`config.mk`:
```
export PLATFORM = sky130hd
export DESIGN_NAME = alu_issue
export DESIGN_NICKNAME = d
export VERILOG_FILES = /design/src/rtl/alu_issue.sv
export SDC_FILE = /design/constraint.sdc
export NUM_CORES = 1
export LEC_CHECK = 0
export ABC_AREA = 0
export BUFFER_PORTS_ARGS = -buffer_cell sky130_fd_sc_hd__buf_2
export CAP_MARGIN = 20
export CORE_AREA = 3 3 128 130
export CTS_CLUSTER_DIAMETER = 150
export DETAILED_ROUTE_END_ITERATION = 16
export DIE_AREA = 0 0 131 133
export PLACE_DENSITY = 0.77
export SYNTH_ARGS = -nofsm -noshare
export SYNTH_HDL_FRONTEND = slang
export SYNTH_SLANG_ARGS = --single-unit
```
`constraint.sdc`:
```
create_clock -name clk -period 9.03 [get_ports clk]
set_input_delay 2.709 -clock clk [delete_from_list [all_inputs] [get_ports clk]]
set_output_delay 2.709 -clock clk [all_outputs]
set_load 0.01 [all_outputs]
```
`src/rtl/alu_issue.sv`:
```
// ---------------------------------------------------------------------------
// alu_issue
//   Two-entry in-order issue buffer between decode and the ALU. Operations are
//   captured from decode, held in a head/tail pair and presented to the ALU
//   from the head entry only. All ALU-facing outputs come straight from flops.
//
//   Optional feature (compile-time macro FWD_EN):
//     When defined, writeback results are forwarded into operands both at
//     capture and while entries sit in the buffer. When undefined, the wb_*
//     ports are ignored and operands are captured exactly as presented.
//
// Ports
//   clk, rst                 clock, asynchronous active-high reset
//   flush                    synchronous discard of all buffered operations
//   in_valid / in_ready      decode handshake
//   in_op, in_rs1, in_rs2,
//   in_rd                    operation code and register indices
//   in_r1, in_r2, in_imm,
//   in_use_imm               operand values; in_use_imm selects in_imm
//   wb_valid, wb_rd, wb_data writeback port (forwarding source)
//   out_valid / out_ready    ALU handshake
//   alu_op, r1, r2, out_rd   head-entry operation presented to the ALU
//
// States
//   ST_EMPTY | no operation buffered, head fields held at zero
//   ST_ONE   | head valid, tail unused (zero)
//   ST_FULL  | head and tail valid, decode is back-pressured
// ---------------------------------------------------------------------------
module alu_issue (
    input  logic        clk,
    input  logic        rst,
    input  logic        flush,
    input  logic        in_valid,
    output logic        in_ready,
    input  logic [4:0]  in_op,
    input  logic [4:0]  in_rs1,
    input  logic [4:0]  in_rs2,
    input  logic [4:0]  in_rd,
    input  logic [31:0] in_r1,
    input  logic [31:0] in_r2,
    input  logic [31:0] in_imm,
    input  logic        in_use_imm,
    input  logic        wb_valid,
    input  logic [4:0]  wb_rd,
    input  logic [31:0] wb_data,
    output logic        out_valid,
    input  logic        out_ready,
    output logic [4:0]  alu_op,
    output logic [31:0] r1,
    output logic [31:0] r2,
    output logic [4:0]  out_rd
);

    localparam logic [1:0] ST_EMPTY = 2'd0;
    localparam logic [1:0] ST_ONE   = 2'd1;
    localparam logic [1:0] ST_FULL  = 2'd2;

    typedef struct packed {
        logic [4:0]  op;
        logic [4:0]  rs1;
        logic [4:0]  rs2;
        logic [4:0]  rd;
        logic [31:0] r1;
        logic [31:0] r2;
        logic        use_imm;
    } entry_t;

    logic [1:0] state_q, state_d;
    entry_t     head_q, head_d;
    entry_t     tail_q, tail_d;

    entry_t     head_f;
    entry_t     tail_f;
    entry_t     new_e;
    logic       in_fire;
    logic       out_fire;

`ifdef FWD_EN
    // rs 0 is hardwired zero, so a writeback to it never forwards.
    function automatic logic wb_hit(input logic [4:0] rs);
        return wb_valid && (wb_rd != 5'd0) && (wb_rd == rs);
    endfunction

    function automatic entry_t fwd_entry(input entry_t e);
        entry_t f;
        f = e;
        if (wb_hit(e.rs1)) begin
            f.r1 = wb_data;
        end
        if (!e.use_imm && wb_hit(e.rs2)) begin
            f.r2 = wb_data;
        end
        return f;
    endfunction
`else
    logic unused_wb;
    assign unused_wb = ^{wb_valid, wb_rd, wb_data};
`endif

    assign in_ready  = (state_q != ST_FULL);
    assign out_valid = (state_q != ST_EMPTY);
    assign in_fire   = in_valid && in_ready;
    assign out_fire  = out_valid && out_ready;

    always_comb begin
        new_e.op      = in_op;
        new_e.rs1     = in_rs1;
        new_e.rs2     = in_rs2;
        new_e.rd      = in_rd;
        new_e.r1      = in_r1;
        new_e.r2      = in_use_imm ? in_imm : in_r2;
        new_e.use_imm = in_use_imm;
`ifdef FWD_EN
        new_e  = fwd_entry(new_e);
        // Buffered entries pick up writebacks every cycle, including while
        // the head is stalled; entries that move this cycle move updated.
        head_f = fwd_entry(head_q);
        tail_f = fwd_entry(tail_q);
`else
        head_f = head_q;
        tail_f = tail_q;
`endif
    end

    always_comb begin
        state_d = state_q;
        head_d  = head_f;
        tail_d  = tail_f;
        if (flush) begin
            state_d = ST_EMPTY;
            head_d  = '0;
            tail_d  = '0;
        end else begin
            case (state_q)
                ST_EMPTY: begin
                    if (in_fire) begin
                        state_d = ST_ONE;
                        head_d  = new_e;
                    end
                end
                ST_ONE: begin
                    if (in_fire && out_fire) begin
                        head_d = new_e;
                    end else if (in_fire) begin
                        state_d = ST_FULL;
                        tail_d  = new_e;
                    end else if (out_fire) begin
                        state_d = ST_EMPTY;
                        head_d  = '0;
                    end
                end
                ST_FULL: begin
                    // in_ready is low here, so no capture can coincide.
                    if (out_fire) begin
                        state_d = ST_ONE;
                        head_d  = tail_f;
                        tail_d  = '0;
                    end
                end
                default: begin
                    state_d = ST_EMPTY;
                    head_d  = '0;
                    tail_d  = '0;
                end
            endcase
        end
    end

    always_ff @(posedge clk or posedge rst) begin
        if (rst) begin
            state_q <= ST_EMPTY;
            head_q  <= '0;
            tail_q  <= '0;
        end else begin
            state_q <= state_d;
            head_q  <= head_d;
            tail_q  <= tail_d;
        end
    end

    assign alu_op = head_q.op;
    assign r1     = head_q.r1;
    assign r2     = head_q.r2;
    assign out_rd = head_q.rd;

endmodule

```
==> results.json, run 1 <==
{
  "status": "finished clean",
  "hpwl_mm": 11.1,
  "rows": 45,
  "total_leakage_power_nw": 4.48,
  "dr_total_vias": 5800,
  "syn_inst": 682,
  "hp-class": "reg2reg",
  "cts_made_buffers": 17,
  "yosys_warnings": 0,
  "die_height_um": 133,
  "die_area_um2": 17400,
  "clockBufferDepth": 2,
  "synth.largest_area_cell": "dfrtp_1",
  "p_seq_share_pct": 44.9,
  "core_um2": 15300,
  "final.min_clock_period_ps": 4780,
  "finalSetupTns_ps": 0,
  "cp_slowest_cell": "dfrtp_2",
  "netlist_area_um2": 7580,
  "cp.arrival_ps": 2070,
  "synth.area.top_cells": "dfrtp_1, mux2i_1, a22o_1",
  "required_ps": 6320,
  "fp.dieW_um": 131,
  "cp_max_fo": 31,
  "avgViaCountPerCell": 5.45,
  "tightest_slew_ps": 1070,
  "drt_iter0_drc": 241,
  "grt.total_usage_pct": 20.8,
  "place_congestion": 0.785,
  "synth_simple_gate_area_share_pct": 6.14,
  "maxCapViolCount": 0,
  "path_common_cell": "buf_4",
  "drc": 0,
  "synth-compound-area-share_pct": 16.3,
  "clock_latency_ps": 410,
  "syn2layout_area_growth_pct": 20.0,
  "syn_avg_cell_area_um2": 11.1,
  "cp_slowest_stage_delay_ps": 670,
  "cts_setup_buffers": 0,
  "synth_nets": 842,
  "hold_viol_final": 0,
  "htree_num_levels": 4,
  "ys_ff_latch": 150,
  "combinationalPowerShare_pct": 15.3,
  "layout.cells.most_common_list": "buf_2, dfrtp_1, mux2i_1, a22o_1, nand2_1",
  "path_class": "reg2out",
  "cellPowerDensity_nw_per_um2": 182,
  "post-synth-top-area-fraction_pct": 49.5,
  "slew-limit-headroom_pct": 28.7,
  "cts_resized": 0,
  "place_area_um2": 8520,
  "multi_input_area_um2": 3320,
  "finalNetCount": 999,
  "rsz0062_at_grt": "false",
  "crit_path_cell_trace": "buf_4 -> nor2b_2 -> buf_4 -> inv_1 -> buf_2",
  "portBuffers": 187,
  "irDropWorstVdd_uv": 132,
  "start_util_pct": 49.7,
  "drv_slew": 0,
  "drt-total-wl_mm": 17.9,
  "first_pass_iters": 4,
  "wl_per_cell_um": 16.8,
  "grt_pass1_wl_mm": 28.9,
  "nFillCells": 1295,
  "cp-start-kind": "register",
  "grt_antenna_before_repair": 2,
  "fin_area_um2": 9100,
  "synth_top_family_by_area": "multiplexers",
  "final_antenna_net_count": 0,
  "ctsHoldBuffers": 0,
  "fin_crit_sh_pct": 52.9,
  "setup_violations": 0,
  "end_kind": "output port",
  "drive_gt1_share_pct": 30.2,
  "seq_area_frac_synth_pct": 49.5,
  "grt_max_degree": 89,
  "cts-root-buf": "clkbuf_16",
  "clkSinkCount": 150,
  "seqCellArea_um2": 3760,
  "synthMuxAreaShare_pct": 20.8,
  "fmax_mhz": 209,
  "switching_share_pct": 27.0,
  "io-pin-count": 236,
  "tritoncts": "built",
  "power_report.internal_total_mw": 1.21,
  "synth_xor_xnor_area_share_pct": 0,
  "final_common_cell": "buf_2",
  "synth_fa_ha_area_share_pct": 0,
  "pwr-share-clk_pct": 39.8,
  "yosysUniqueCellTypes": 28,
  "grt.overflow.total": 0,
  "switchingPower_mw": 0.448,
  "grt_pass1_vias": 5796,
  "clock_skew_ps": 6.76,
  "clkTransAtPathRegs_ps": 60
}
## critical path, delay by kind of cell (launching register included)
family | cells | cell delay [ps]
AND/OR/NAND/NOR | 1 | 70
buffers and inverters | 4 | 910
flip-flops | 1 | 670
## registers in the layout, summed over array words and instances (netlist names)
signal and cells:
alu_op 5, out_rd 5, r1 32, r2 32, state_q 2, tail_f 74
## metal layers
metal  global-route usage (%)  share of wire, %  up-vias
li1                         -                 -     2738
met1                     27.6                45     2878
met2                     33.5                49      159
met3                     4.60               4.8       25
met4                     6.86               2.0        0
met5                        0                 0        -
## power by group through the flow
stage	clock, mW	combinational, mW	sequential, mW
final	0.660	0.254	0.744
after global routing	0.700	0.281	0.749
after CTS	0.674	0.257	0.744
after detailed placement	0	0.257	0.755
after global placement	0	0.251	0.754
after floorplan	0	0.159	0.762
## metrics by stage
step | power, mW | hold slack (ps) | util [%] | cells | worst slack (ps)
3_3_place_gp | 1.01 | 473 | 55.9 | 1030 | 3920
5_1_grt | 1.73 | 507 | 59.6 | 1065 | 4110
3_5_place_dp | 1.01 | 481 | 55.9 | 1030 | 3900
6_report | 1.66 | 491 | 59.6 | 1065 | 4250
2_1_floorplan | 0.921 | 464 | - | 682 | 2280
4_1_cts | 1.67 | 495 | 59.5 | 1062 | 4220
## synth_stat cells
master / n
mux2_1: 18
nor2_1: 39
nand3_1: 1
buf_1: 2
o22a_1: 2
a21boi_0: 1
a21o_1: 1
a21oi_1: 1
o2bb2ai_1: 42
buf_4: 15
or2_2: 1
o22ai_1: 3
dfrtp_1: 150
and2b_1: 1
nand2b_1: 1
nor2b_1: 3
o21ai_0: 29
inv_1: 47
mux2i_2: 1
clkbuf_1: 11
mux2_2: 17
nand2_1: 72
a22o_1: 74
nor3_1: 1
mux2i_1: 117
a2bb2oi_2: 1
buf_6: 9
buf_2: 22
## final timing paths
| kind | slack [ps] | start | cells after the start | to |
|---|---|---|---|---|
| worst max-delay path | 4250 | state_q[0] | 5 | in_ready |
| worst min-delay path | 490 | tail_f[13] | 1 | tail_f[13] |
| worst max register to register | 5630 | state_q[1] | 7 | r1[22] |
| worst min register to register | 490 | tail_f[13] | 1 | tail_f[13] |
| max in group asynchronous | 5190 | rst | 3 | state_q[1] |
| min in group asynchronous | 2430 | rst | 2 | tail_f[50] |
## cell type report
cell class                      instances  share of cell area (%)
Inverter                               47                    1.99
Sequential cell                       150                    41.3
Tap cell                              211                    2.90
Clock buffer                           19                    4.87
Antenna cell                            2                  0.0550
Clock inverter                         13                    1.20
Timing Repair Buffer                  197                    11.2
Multi-Input combinational cell        426                    36.5
## cells by family (layout without fill, tap and decap cells)
group	count (synthesis)	in the layout
compound gates	154	154
buf+inv	106	276
flops	150	150
mux	153	153
other cells	0	2
simple gates	119	119
No activity file was read; power rests on OpenSTA's default activity.
==> run 2, diff against run 1 <==
Settings changed: ABC_AREA 0 to 1, CORE_AREA 3 3 128 130 to 3 3 134 136, DIE_AREA 0 0 131 133 to 0 0 137 139, PLACE_DENSITY 0.77 to 0.75.
Clock period 9.03 ns to 3.9 ns, I/O delays scaled along.
==> results.json, run 2 <==
{
  "portBuffers": 187,
  "final_common_cell": "nand2_1",
  "seq_area_frac_synth_pct": 47.9,
  "drt_iter0_drc": 542,
  "htree_num_levels": 4,
  "cts_setup_buffers": 0,
  "total_leakage_power_nw": 5.06,
  "grt.total_usage_pct": 23.1,
  "grt_max_degree": 83,
  "clkSinkCount": 150,
  "setup_violations": 0,
  "synth.largest_area_cell": "dfrtp_1",
  "finalNetCount": 1402,
  "ys_ff_latch": 150,
  "cp_slowest_cell": "nor2_4",
  "place_congestion": 0.782,
  "tritoncts": "built",
  "slew-limit-headroom_pct": 37.5,
  "syn2layout_area_growth_pct": 20.8,
  "tightest_slew_ps": 936,
  "async_reset_ff_share_pct": 100,
  "cts-root-buf": "clkbuf_16",
  "wl_per_cell_um": 14.4,
  "grt_pass1_wl_mm": 36.0,
  "final_antenna_net_count": 0,
  "cp-start-kind": "register",
  "rsz0062_at_grt": "false",
  "synth.area.top_cells": "dfrtp_1, nand2_1, nand3_1",
  "cp.arrival_ps": 1820,
  "synth_edf_count": 0,
  "drive_gt1_share_pct": 19.9,
  "grt_antenna_before_repair": 0,
  "first_pass_iters": 6,
  "clockBufferDepth": 2,
  "finalSetupTns_ps": 0,
  "status": "finished clean",
  "avgViaCountPerCell": 5.15,
  "drv_slew": 0,
  "final.min_clock_period_ps": 2990,
  "die_height_um": 139,
  "required_ps": 2730,
  "hold_viol_final": 0,
  "cts_made_buffers": 17,
  "synth_nets": 1260,
  "fmax_mhz": 335,
  "rows": 48,
  "whs_ps": 474,
  "die_area_um2": 19000,
  "largest_reg_flops": 74,
  "end_kind": "output port",
  "hpwl_mm": 13.0,
  "power_report.internal_total_mw": 3.24,
  "syn_avg_cell_area_um2": 7.12,
  "fp.dieW_um": 137,
  "switchingPower_mw": 1.45,
  "irDropWorstVdd_uv": 325,
  "pwr-share-clk_pct": 37.5,
  "ctsHoldBuffers": 0,
  "drt-total-wl_mm": 21.2,
  "synth_commonest_cells": "nand2_1, nand3_1, dfrtp_1",
  "crit_path_cell_trace": "nor2_4 -> inv_1 -> buf_2",
  "maxCapViolCount": 0,
  "combinationalPowerShare_pct": 22.6,
  "core_um2": 17100,
  "cellPowerDensity_nw_per_um2": 496,
  "syn_inst": 1100,
  "cp_slowest_stage_delay_ps": 640,
  "cp_max_fo": 28,
  "p_seq_share_pct": 39.9,
  "start_util_pct": 45.9,
  "netlist_area_um2": 7830,
  "grt.overflow.total": 0,
  "antennaDiodeCount": 0,
  "post-synth-top-area-fraction_pct": 47.9,
  "grt_pass1_vias": 7336,
  "clock_latency_ps": 420,
  "yosys_warnings": 0,
  "yosysMostFrequentCell": "nand2_1",
  "io-pin-count": 236,
  "switching_share_pct": 30.9,
  "dr_total_vias": 7615,
  "clkTransAtPathRegs_ps": 60,
  "synth-main-ff-cell": "dfrtp_1",
  "clock_skew_ps": 7.83,
  "cts_resized": 0,
  "path_class": "reg2out",
  "drc": 0,
  "hp-class": "reg2reg",
  "fin_crit_sh_pct": 76.6,
  "yosysUniqueCellTypes": 18,
  "layout.cells.most_common_list": "nand2_1, buf_2, nand3_1, dfrtp_1, o21ai_1"
}
## run 2: layout make-up
cell class                      count  area (µm²)
Multi-Input combinational cell    857        3620
Clock inverter                      8         145
Fill cell                        1619        7600
Timing Repair Buffer              206        1130
Inverter                           10        41.3
Tap cell                          225         282
Sequential cell                   150        3750
Clock buffer                       23         488
## run 2: logic make-up after synthesis
group | share of synthesized area [%]
compound gates | 4.89
flops | 47.9
buf+inv | 6.25
simple gates | 40.9
## run 2: metrics by stage
stage	area, µm²	std cells	utilization (%)	power [mW]	worst slack, ps
final	9460	1479	55.5	4.69	912
after global routing	9460	1479	55.5	4.96	757
after detailed placement	8810	1447	51.6	2.96	1070
after global placement	8810	1447	51.6	2.94	1070
after floorplan	7830	1100	-	2.60	841
after CTS	9440	1478	55.3	4.74	862
## run 2: path summary, 6_finish.rpt
check	end	slack, ps	cells past startpoint	start
max	out_valid	910	3	state_q[0]
min reg2reg	r1[27]	470	2	r1[27]
max reg2reg	r1[29]	1330	6	state_q[0]
max in group asynchronous	tail_f[81]	2480	4	rst
min in group asynchronous	tail_f[68]	700	2	rst
min	r1[27]	470	2	r1[27]
## run 2: routing by layer
layer  track usage, %  vias to the layer above  share of wire (%)
met4             6.72                        0                1.1
met3             4.39                       18                5.7
met5                0                        -                  0
met2             37.3                      242                 48
li1                 -                     3792                  -
met1             31.8                     3563                 46
## run 2: worst max-delay path: cells and delay by family, from the launching register on
| family | cells | cell delay (ps) |
|---|---|---|
| and+or+nand+nor | 1 | 640 |
| buffers and inverters | 2 | 240 |
| DFF | 1 | 510 |
## run 2: power groups by stage
stage / combinational [mW] / clock (mW) / sequential (mW)
6_report: 1.06 / 1.76 / 1.87
5_1_grt: 1.20 / 1.86 / 1.89
4_1_cts: 1.07 / 1.79 / 1.87
3_5_place_dp: 1.07 / 0 / 1.89
3_3_place_gp: 1.05 / 0 / 1.89
2_1_floorplan: 0.645 / 0 / 1.95
==> run 3, diff against run 2 <==
Clock period 3.9 ns to 2.5 ns, I/O delays scaled along.
==> results.json, run 3 (same netlist as run 2, synthesis figures left out) <==
{
  "drive_gt1_share_pct": 20.3,
  "fmax_mhz": 474,
  "place_congestion": 0.801,
  "io-pin-count": 236,
  "tritoncts": "built",
  "final_antenna_net_count": 0,
  "cp_max_fo": 8,
  "drv_slew": 0,
  "slew-limit-headroom_pct": 59.9,
  "grt_antenna_before_repair": 1,
  "grt_util_met1_pct": 31.6,
  "tightest_slew_ps": 602,
  "clock_skew_ps": 10.0,
  "cts_setup_buffers": 0,
  "nFillCells": 1649,
  "drc": 0,
  "cp-start-kind": "register",
  "end_kind": "output port",
  "grt_max_degree": 67,
  "maxCapViolCount": 0,
  "cp.arrival_ps": 1360,
  "clkSinkCount": 150,
  "seqCellArea_um2": 3750,
  "largest_reg_flops": 74,
  "clkTransAtPathRegs_ps": 60,
  "first_pass_iters": 5,
  "die_area_um2": 19000,
  "cp_slowest_stage_delay_ps": 570,
  "regToRegSetupSlack_ps": 640,
  "cp_slowest_cell": "dfrtp_1",
  "avgViaCountPerCell": 5.10,
  "grtUsageMet2_pct": 35.2,
  "dr_total_vias": 7566,
  "path_class": "reg2out",
  "hold_viol_final": 0,
  "grt.overflow.total": 0,
  "finalNetCount": 1405,
  "htree_num_levels": 4,
  "hp-class": "in2async",
  "ctsHoldBuffers": 0,
  "rows": 48,
  "whs_ps": 321,
  "start_util_pct": 45.9,
  "critPathBufInv": 2,
  "dp_slack_ps": 363,
  "path_delay_family": "flip-flops",
  "grt_util_met3_pct": 4.21,
  "cellPowerDensity_nw_per_um2": 780,
  "total_leakage_power_nw": 5.11,
  "cp-startpoint": "state_q[0]",
  "syn2layout_area_growth_pct": 21.9,
  "rr_endpoint": "tail_f[84]",
  "cp.depth": 3,
  "drt_iter0_drc": 530,
  "cts_resized": 0,
  "final.min_clock_period_ps": 2110,
  "layout.cells.most_common_list": "nand2_1, buf_2, nand3_1, dfrtp_1, o21ai_1",
  "worst_slack_ps": 392,
  "crit_path_cell_trace": "inv_2 -> nand2_1 -> buf_2",
  "hpwl_mm": 13.4,
  "clockBufferDepth": 2,
  "final_common_cell": "nand2_1",
  "setup_violations": 0,
  "cts-root-buf": "clkbuf_16",
  "die_height_um": 139,
  "clock_latency_ps": 420,
  "grt_most_used_layer": "met2",
  "rsz0062_at_grt": "false",
  "fin_crit_sh_pct": 84.3,
  "reg2reg_depth": 7,
  "cts_made_buffers": 17,
  "grt_pass1_vias": 7218,
  "grt.total_usage_pct": 22.6,
  "irDropWorstVdd_uv": 493,
  "grt_pass1_wl_mm": 35.3,
  "wl_per_cell_um": 14.2,
  "multi_input_area_um2": 3620,
  "regToRegStartpoint": "state_q[1]",
  "portBuffers": 187,
  "required_ps": 1750,
  "core_um2": 17100,
  "fp.dieW_um": 137,
  "drt-total-wl_mm": 21.0,
  "status": "finished clean"
}
==> run 3: cell count changes in the layout (fill, tap and decap cells not counted), sizes merged <==
cell,delta
diode,+1
clkinv,+1
inv,+2
clkbuf,-1
clkinvlp,-1
buf,+3
==> run 3: how the worst max path moves through the flow <==
stage           endpoint  slack [ps]
2_1_floorplan  alu_op[0]        -140
3_3_place_gp   out_rd[2]         370
3_5_place_dp      r1[27]         360
4_1_cts         in_ready         380
5_1_grt         in_ready         290
6_report        in_ready         390
==> run 3: metrics by stage <==
step                      area (µm²)  power (mW)  setup TNS (ps)  std cells  util (%)
after floorplan                 7830        4.05          -20850       1100         -
after global placement          8890        4.63               0       1451      52.1
after detailed placement        8890        4.66               0       1451      52.1
after CTS                       9550        7.51               0       1483      56.0
after global routing            9550        7.85               0       1484      56.0
final                           9550        7.44               0       1484      56.0
==> run 3: where the power goes <==
part | internal, mW | leakage, nW | switching [mW]
clock network | 1.81 | 0.323 | 1.03
registers | 2.74 | 2.01 | 0.179
logic | 0.570 | 2.77 | 1.12
==> run 3: layout make-up <==
type                            count  area share (%)
Antenna cell                        1          0.0262
Clock buffer                       22            5.18
Clock inverter                     10            1.72
Inverter                           10           0.432
Multi-Input combinational cell    857            37.9
Sequential cell                   150            39.3
Tap cell                          225            2.95
Timing Repair Buffer              209            12.4
==> run 3: layer usage <==
layer	wire length [µm]	share of wire [%]	vias up
met5	0	0	-
met3	1220	5.8	26
met4	335	1.6	0
met1	9560	45	3494
met2	9890	47	239
li1	-	-	3807
